[src/rtl/exu_alu_md.sv]
// Execute-stage ALU with iterative unsigned multiply and restoring divide.
// Latency: single-cycle ops and DIVU-by-zero 1 edge; MULU/DIVU WIDTH edges after accept.
// Backpressure: in_ready is low while MUL/DIV iterate; flush aborts without a result.
module exu_alu_md #(
    parameter int WIDTH = 16,
    parameter int SHW   = $clog2(WIDTH)
) (
    input  logic             clk,
    input  logic             rst,
    input  logic             flush,
    input  logic             in_valid,
    output logic             in_ready,
    input  logic [3:0]       op,
    input  logic [WIDTH-1:0] op_x,
    input  logic [WIDTH-1:0] op_y,
    input  logic [WIDTH-1:0] pc,
    output logic             out_valid,
    output logic [WIDTH-1:0] res,
    output logic [WIDTH-1:0] res_hi,
    output logic             t,
    output logic             t_we_n,
    output logic             div0
);

    typedef enum logic [1:0] {
        S_IDLE = 2'd0,
        S_MUL  = 2'd1,
        S_DIV  = 2'd2
    } state_t;

    localparam logic [3:0] OP_ADD  = 4'd0;
    localparam logic [3:0] OP_SUB  = 4'd1;
    localparam logic [3:0] OP_AND  = 4'd2;
    localparam logic [3:0] OP_OR   = 4'd3;
    localparam logic [3:0] OP_SLL  = 4'd4;
    localparam logic [3:0] OP_SRL  = 4'd5;
    localparam logic [3:0] OP_SRA  = 4'd6;
    localparam logic [3:0] OP_SLT  = 4'd7;
    localparam logic [3:0] OP_CMP  = 4'd8;
    localparam logic [3:0] OP_PC   = 4'd10;
    localparam logic [3:0] OP_MULU = 4'd11;
    localparam logic [3:0] OP_DIVU = 4'd12;

    localparam logic [SHW-1:0] CNT_LAST = SHW'(WIDTH - 1);

    state_t               state_q;
    logic [SHW-1:0]       cnt_q;
    logic [2*WIDTH-1:0]   acc_q;      // MUL: {partial hi, multiplier}; DIV: {remainder, dividend/quotient}
    logic [WIDTH-1:0]     b_q;        // multiplicand or divisor captured at accept
    logic                 out_valid_q;
    logic [WIDTH-1:0]     res_q;
    logic [WIDTH-1:0]     res_hi_q;
    logic                 t_q;
    logic                 t_we_n_q;
    logic                 div0_q;

    logic [SHW-1:0]       sh;
    logic                 accept;
    logic [WIDTH-1:0]     alu_res;
    logic                 alu_sets_t;
    logic                 alu_t;
    logic [WIDTH:0]       mul_sum;
    logic [WIDTH+1:0]     div_diff;
    logic [2*WIDTH-1:0]   acc_d;

    assign in_ready = (state_q == S_IDLE);
    assign accept   = in_valid && in_ready && !flush;
    assign sh       = op_y[SHW-1:0];

    // Single-cycle result and T-flag computation from the live operands.
    always_comb begin
        alu_res    = op_x;
        alu_sets_t = 1'b0;
        alu_t      = 1'b0;
        case (op)
            OP_ADD:  alu_res = op_x + op_y;
            OP_SUB:  alu_res = op_x - op_y;
            OP_AND:  alu_res = op_x & op_y;
            OP_OR:   alu_res = op_x | op_y;
            OP_SLL:  alu_res = op_x << sh;
            OP_SRL:  alu_res = op_x >> sh;
            OP_SRA:  alu_res = WIDTH'($signed(op_x) >>> sh);
            OP_SLT: begin
                alu_sets_t = 1'b1;
                alu_t      = ($signed(op_x) < $signed(op_y));
            end
            OP_CMP: begin
                alu_sets_t = 1'b1;
                alu_t      = (op_x != op_y);
            end
            OP_PC:   alu_res = pc;
            default: alu_res = op_x;
        endcase
    end

    // One iteration step of shift-add multiply or restoring divide.
    always_comb begin
        mul_sum  = {1'b0, acc_q[2*WIDTH-1:WIDTH]} + (acc_q[0] ? {1'b0, b_q} : '0);
        div_diff = {1'b0, acc_q[2*WIDTH-1:WIDTH], acc_q[WIDTH-1]} - {2'b00, b_q};
        acc_d    = acc_q;
        if (state_q == S_MUL) begin
            acc_d = {mul_sum, acc_q[WIDTH-1:1]};
        end else if (state_q == S_DIV) begin
            if (!div_diff[WIDTH+1]) begin
                acc_d = {div_diff[WIDTH-1:0], acc_q[WIDTH-2:0], 1'b1};
            end else begin
                acc_d = {acc_q[2*WIDTH-2:WIDTH], acc_q[WIDTH-1], acc_q[WIDTH-2:0], 1'b0};
            end
        end
    end

    // Control FSM with registered result, flag and strobe outputs.
    always_ff @(posedge clk or negedge rst) begin
        if (!rst) begin
            state_q     <= S_IDLE;
            cnt_q       <= '0;
            acc_q       <= '0;
            b_q         <= '0;
            out_valid_q <= 1'b0;
            res_q       <= '0;
            res_hi_q    <= '0;
            t_q         <= 1'b0;
            t_we_n_q    <= 1'b1;
            div0_q      <= 1'b0;
        end else begin
            out_valid_q <= 1'b0;
            t_we_n_q    <= 1'b1;
            case (state_q)
                S_IDLE: begin
                    if (accept) begin
                        div0_q <= 1'b0;
                        cnt_q  <= '0;
                        b_q    <= op_y;
                        if (op == OP_MULU) begin
                            acc_q   <= {{WIDTH{1'b0}}, op_x};
                            state_q <= S_MUL;
                        end else if (op == OP_DIVU && op_y == '0) begin
                            out_valid_q <= 1'b1;
                            res_q       <= '1;
                            res_hi_q    <= op_x;
                            div0_q      <= 1'b1;
                        end else if (op == OP_DIVU) begin
                            acc_q   <= {{WIDTH{1'b0}}, op_x};
                            state_q <= S_DIV;
                        end else begin
                            out_valid_q <= 1'b1;
                            res_hi_q    <= '0;
                            if (alu_sets_t) begin
                                t_q      <= alu_t;
                                t_we_n_q <= 1'b0;
                            end else begin
                                res_q <= alu_res;
                            end
                        end
                    end
                end
                S_MUL, S_DIV: begin
                    if (flush) begin
                        state_q <= S_IDLE;
                        cnt_q   <= '0;
                    end else begin
                        acc_q <= acc_d;
                        cnt_q <= cnt_q + SHW'(1);
                        if (cnt_q == CNT_LAST) begin
                            state_q     <= S_IDLE;
                            cnt_q       <= '0;
                            out_valid_q <= 1'b1;
                            res_q       <= acc_d[WIDTH-1:0];
                            res_hi_q    <= acc_d[2*WIDTH-1:WIDTH];
                        end
                    end
                end
                default: begin
                    state_q <= S_IDLE;
                    cnt_q   <= '0;
                end
            endcase
        end
    end

    assign out_valid = out_valid_q;
    assign res       = res_q;
    assign res_hi    = res_hi_q;
    assign t         = t_q;
    assign t_we_n    = t_we_n_q;
    assign div0      = div0_q;

endmodule

[config.mk]
export PLATFORM = sky130hd
export DESIGN_NAME = exu_alu_md
export DESIGN_NICKNAME = d
export VERILOG_FILES = /design/src/rtl/exu_alu_md.sv
export SDC_FILE = /design/constraint.sdc
export NUM_CORES = 1
export LEC_CHECK = 0
export CAP_MARGIN = 20
export CORE_MARGIN = 3
export CORE_UTILIZATION = 35
export DETAILED_ROUTE_END_ITERATION = 16
export GPL_ROUTABILITY_DRIVEN = 0
export PLACE_DENSITY_LB_ADDON = 0.1
export SLEW_MARGIN = 30
export SYNTH_ARGS = -nofsm -noshare
export SYNTH_HDL_FRONTEND = slang
export SYNTH_SLANG_ARGS = --single-unit
[constraint.sdc]
create_clock -name clk -period 9.3 [get_ports clk]
set_input_delay 2.325 -clock clk [delete_from_list [all_inputs] [get_ports clk]]
set_output_delay 2.325 -clock clk [all_outputs]
set_load 0.1 [all_outputs]
==> flow_metrics.tcl <==
set metrics [dict create \
    final_cell_mix "nand2_1 (151), o21ai_0 (119), nor2_1 (117)" \
    cpPeakStageDelay_ns 0.72 \
    wl_per_cell_um 23.9 \
    dp_hpwl_um 30700 \
    min_period_over_period_pct 67.7 \
    clockRootBuffer "clkbuf_16" \
    grt.total_usage_pct 26.3 \
    syn_nets 1476 \
    antenna_found_initial 0 \
    tns_ns 0 \
    power_density_nw_per_um2 300 \
    dp_cells 1737 \
    drt_first_pass_iters 6 \
    synth.distinct_cells 81 \
    area_delta_synth_final_pct 15.1 \
    fill_cells 2937 \
    period_needed_ns 6.30 \
    synth-seq-cells 90 \
    cp-start-kind "input port" \
    swShare_pct 56.5 \
    p_comb_share_pct 68.4 \
    dpl_cell_area_sq_um 11400 \
    hold_viol_final 0 \
    synth_flop_cell "dfrtp_1" \
    leakagePower_nw 4.94 \
    p_int_mw 1.53 \
    cts.repair.resized 0 \
    pwr-share-clk_pct 10.9 \
    post_cts_buffers 0 \
    yosysTopAreaCell "dfrtp_1" \
    postCtsHoldBufs 0 \
    ys_async_sr_fraction_pct 100 \
    die_w_um 177 \
    p_seq_share_pct 20.7 \
    p_sw_mw 1.99 \
    status "completed" \
    ff_latch_area_sq_um 2250 \
    synth.area.top_cells "dfrtp_1 (22%), ha_1 (11%), o21ai_0 (5.8%)" \
    die_h_um 177 \
    dieArea_sq_um 31200 \
    ir_drop_uv 125 \
    drt_iter0_drc 1204 \
    fp.coreArea_sq_um 28200 \
    syn_inst 1328 \
    ant_nets 0 \
    cts_buffer_depth 2 \
    multi_input_area_sq_um 7350 \
    grt_pass1_wl_um 62800 \
    max_slew_margin_pct 33.6 \
    worstPathRequired_ns 9.56 \
    cp-end-kind "flop" \
    crit_slowest_cell "a2111oi_1" \
    grt_pass1_vias 10113 \
    clk_latency_ns 0.37 \
    crit_buf_inv 3 \
    numCtsBuffers 9 \
    totalWireLength_um 41800 \
    htree_levels 3 \
    finalMaxSlewViolations 0 \
    grt_overflow_total 0 \
    vias_per_cell 6.08 \
    yosysWarnings 0 \
    maxCapViolCount 0 \
    seq_area_frac_synth_pct 22.1 \
    cts_tree "built" \
    start_util_pct 36.1 \
    finalSetupViolCount 0 \
    yosysTopAreaCellShare_pct 21.8 \
    path_class "input port to flop" \
    drive_above_1_share_pct 6.98 \
    cts.sinks 90 \
    io_buffers 92 \
    syn_area_sq_um 10200 \
    final_area_sq_um 11700 \
    drc 0 \
    hold_path_class "flop to flop" \
    cpMostUsedCell "nor2_1" \
    fin_nets 1518 \
    rsz0062_at_grt "false" \
    ioPinCount 93 \
    num_rows 61 \
    worst_slew_pin_slew_ns 0.993 \
    final_common_cell "nand2_1" \
    cp_max_fo 40 \
    n_antenna_cell 0 \
    synth-edff-count 0 \
    avgSynthCellArea_sq_um 7.68 \
    fmax_mhz 159 \
    clkTransAtPathRegs_ns 0.09 \
    fin_cells 1753 \
    vias 10652 \
    path_delay_family "buffers and inverters" \
    fin_skew_ns 0.0140 \
    path_cells "clkdlybuf4s50_1, buf_4, clkinv_1, ha_1, nor2_1, a2111oi_1, nor3_1, nor3_1, o21a_1, nor2_1, a211o_1, a2bb2oi_1, nor2_1" \
    worst_ep_arrival_time_ns 6.55 \
    grt_max_degree 69 \
]
==> power groups by stage <==
stage	logic, mW	registers, mW	clock network, mW
finish	2.41	0.730	0.383
global placement	2.38	0.739	0
global route	2.61	0.759	0.409
CTS	2.40	0.732	0.393
floorplan	1.28	1.19	0
detailed placement	2.39	0.739	0
==> metrics by stage <==
step           hold WS (ns)  utilization (%)  power, mW  setup slack (ns)
2_1_floorplan         0.463                -       2.47              4.13
3_3_place_gp          0.466             40.5       3.12              2.87
3_5_place_dp          0.471             40.5       3.13              2.79
4_1_cts               0.490             41.6       3.53              3.17
5_1_grt               0.525             41.6       3.78              2.84
6_report              0.485             41.6       3.52              3.00
==> flip-flops by register name (all words and copies together) (netlist names) <==
register	cells
res_hi	16
t	1
cnt_q	4
div0	1
out_valid	1
state_q	2
acc_q	32
res	16
t_we_n	1
b_q	16
==> final cells by class <==
cell class | count | share of cell area, %
inverter | 77 | 2.46
sequential | 90 | 19.2
multi-input combinational | 1077 | 62.6
timing repair buffer | 115 | 9.28
clock buffer | 9 | 1.92
tap | 378 | 4.03
clock inverter | 7 | 0.554
==> path summary, 6_finish.rpt <==
| path | start | to | slack (ns) | cells after the start |
|---|---|---|---|---|
| setup / recovery | op_y[2] | res[15]$_DFFE_PN0P_ | 3.00 | 13 |
| max in group asynchronous | rst | t$_DFFE_PN0P_ | 6.47 | 2 |
| hold reg to reg | res[6]$_DFFE_PN0P_ | res[6]$_DFFE_PN0P_ | 0.49 | 1 |
| setup reg to reg | acc_q[0]$_DFFE_PN0P_ | res_hi[11]$_DFFE_PN0P_ | 5.88 | 13 |
| min in group asynchronous | rst | acc_q[19]$_DFFE_PN0P_ | 1.85 | 1 |
| hold / removal | res[6]$_DFFE_PN0P_ | res[6]$_DFFE_PN0P_ | 0.49 | 1 |
==> logic make-up (layout without fill, tap and decap cells) <==
family	after synthesis	in the layout	share of synthesized area, %
AO/OA/AOI/OAI	470	470	30.6
XOR/XNOR	24	24	2.06
adder cells (fa/ha/maj)	92	92	11.6
buffers and inverters	161	208	6.26
flip-flops	90	90	22.1
multiplexers	72	72	8.67
AND/OR/NAND/NOR	419	419	18.8
==> cells in the mapped netlist, types with 10 or more instances <==
cell and count:
inv_1 75, o21a_1 12, mux2i_1 40, o21ai_0 119, o31ai_1 21, nor2b_1 14, nand2b_1 27, nor2_1 117
nor4_1 10, a31oi_1 23, xor2_1 10, a211oi_1 21, mux2_2 21, a21oi_1 102, nand2_1 151, clkbuf_1 54
mux4_2 11, xnor2_1 14, ha_1 88, a221oi_1 12, a22oi_1 10, and2_1 18, nor3_1 32, a221o_1 12
o211ai_1 19, buf_2 21, nand3_1 22, a21o_1 21, dfrtp_1 89
==> routing by layer <==
metal / global-route usage [%] / vias up / wire length (um)
met4: 11.5 / 0 / 1830
li1: - / 4973 / -
met3: 3.86 / 84 / 3160
met5: 0 / - / 0
met1: 35.4 / 5065 / 17800
met2: 42.2 / 530 / 19100
Power figures use the tool's default switching activity.
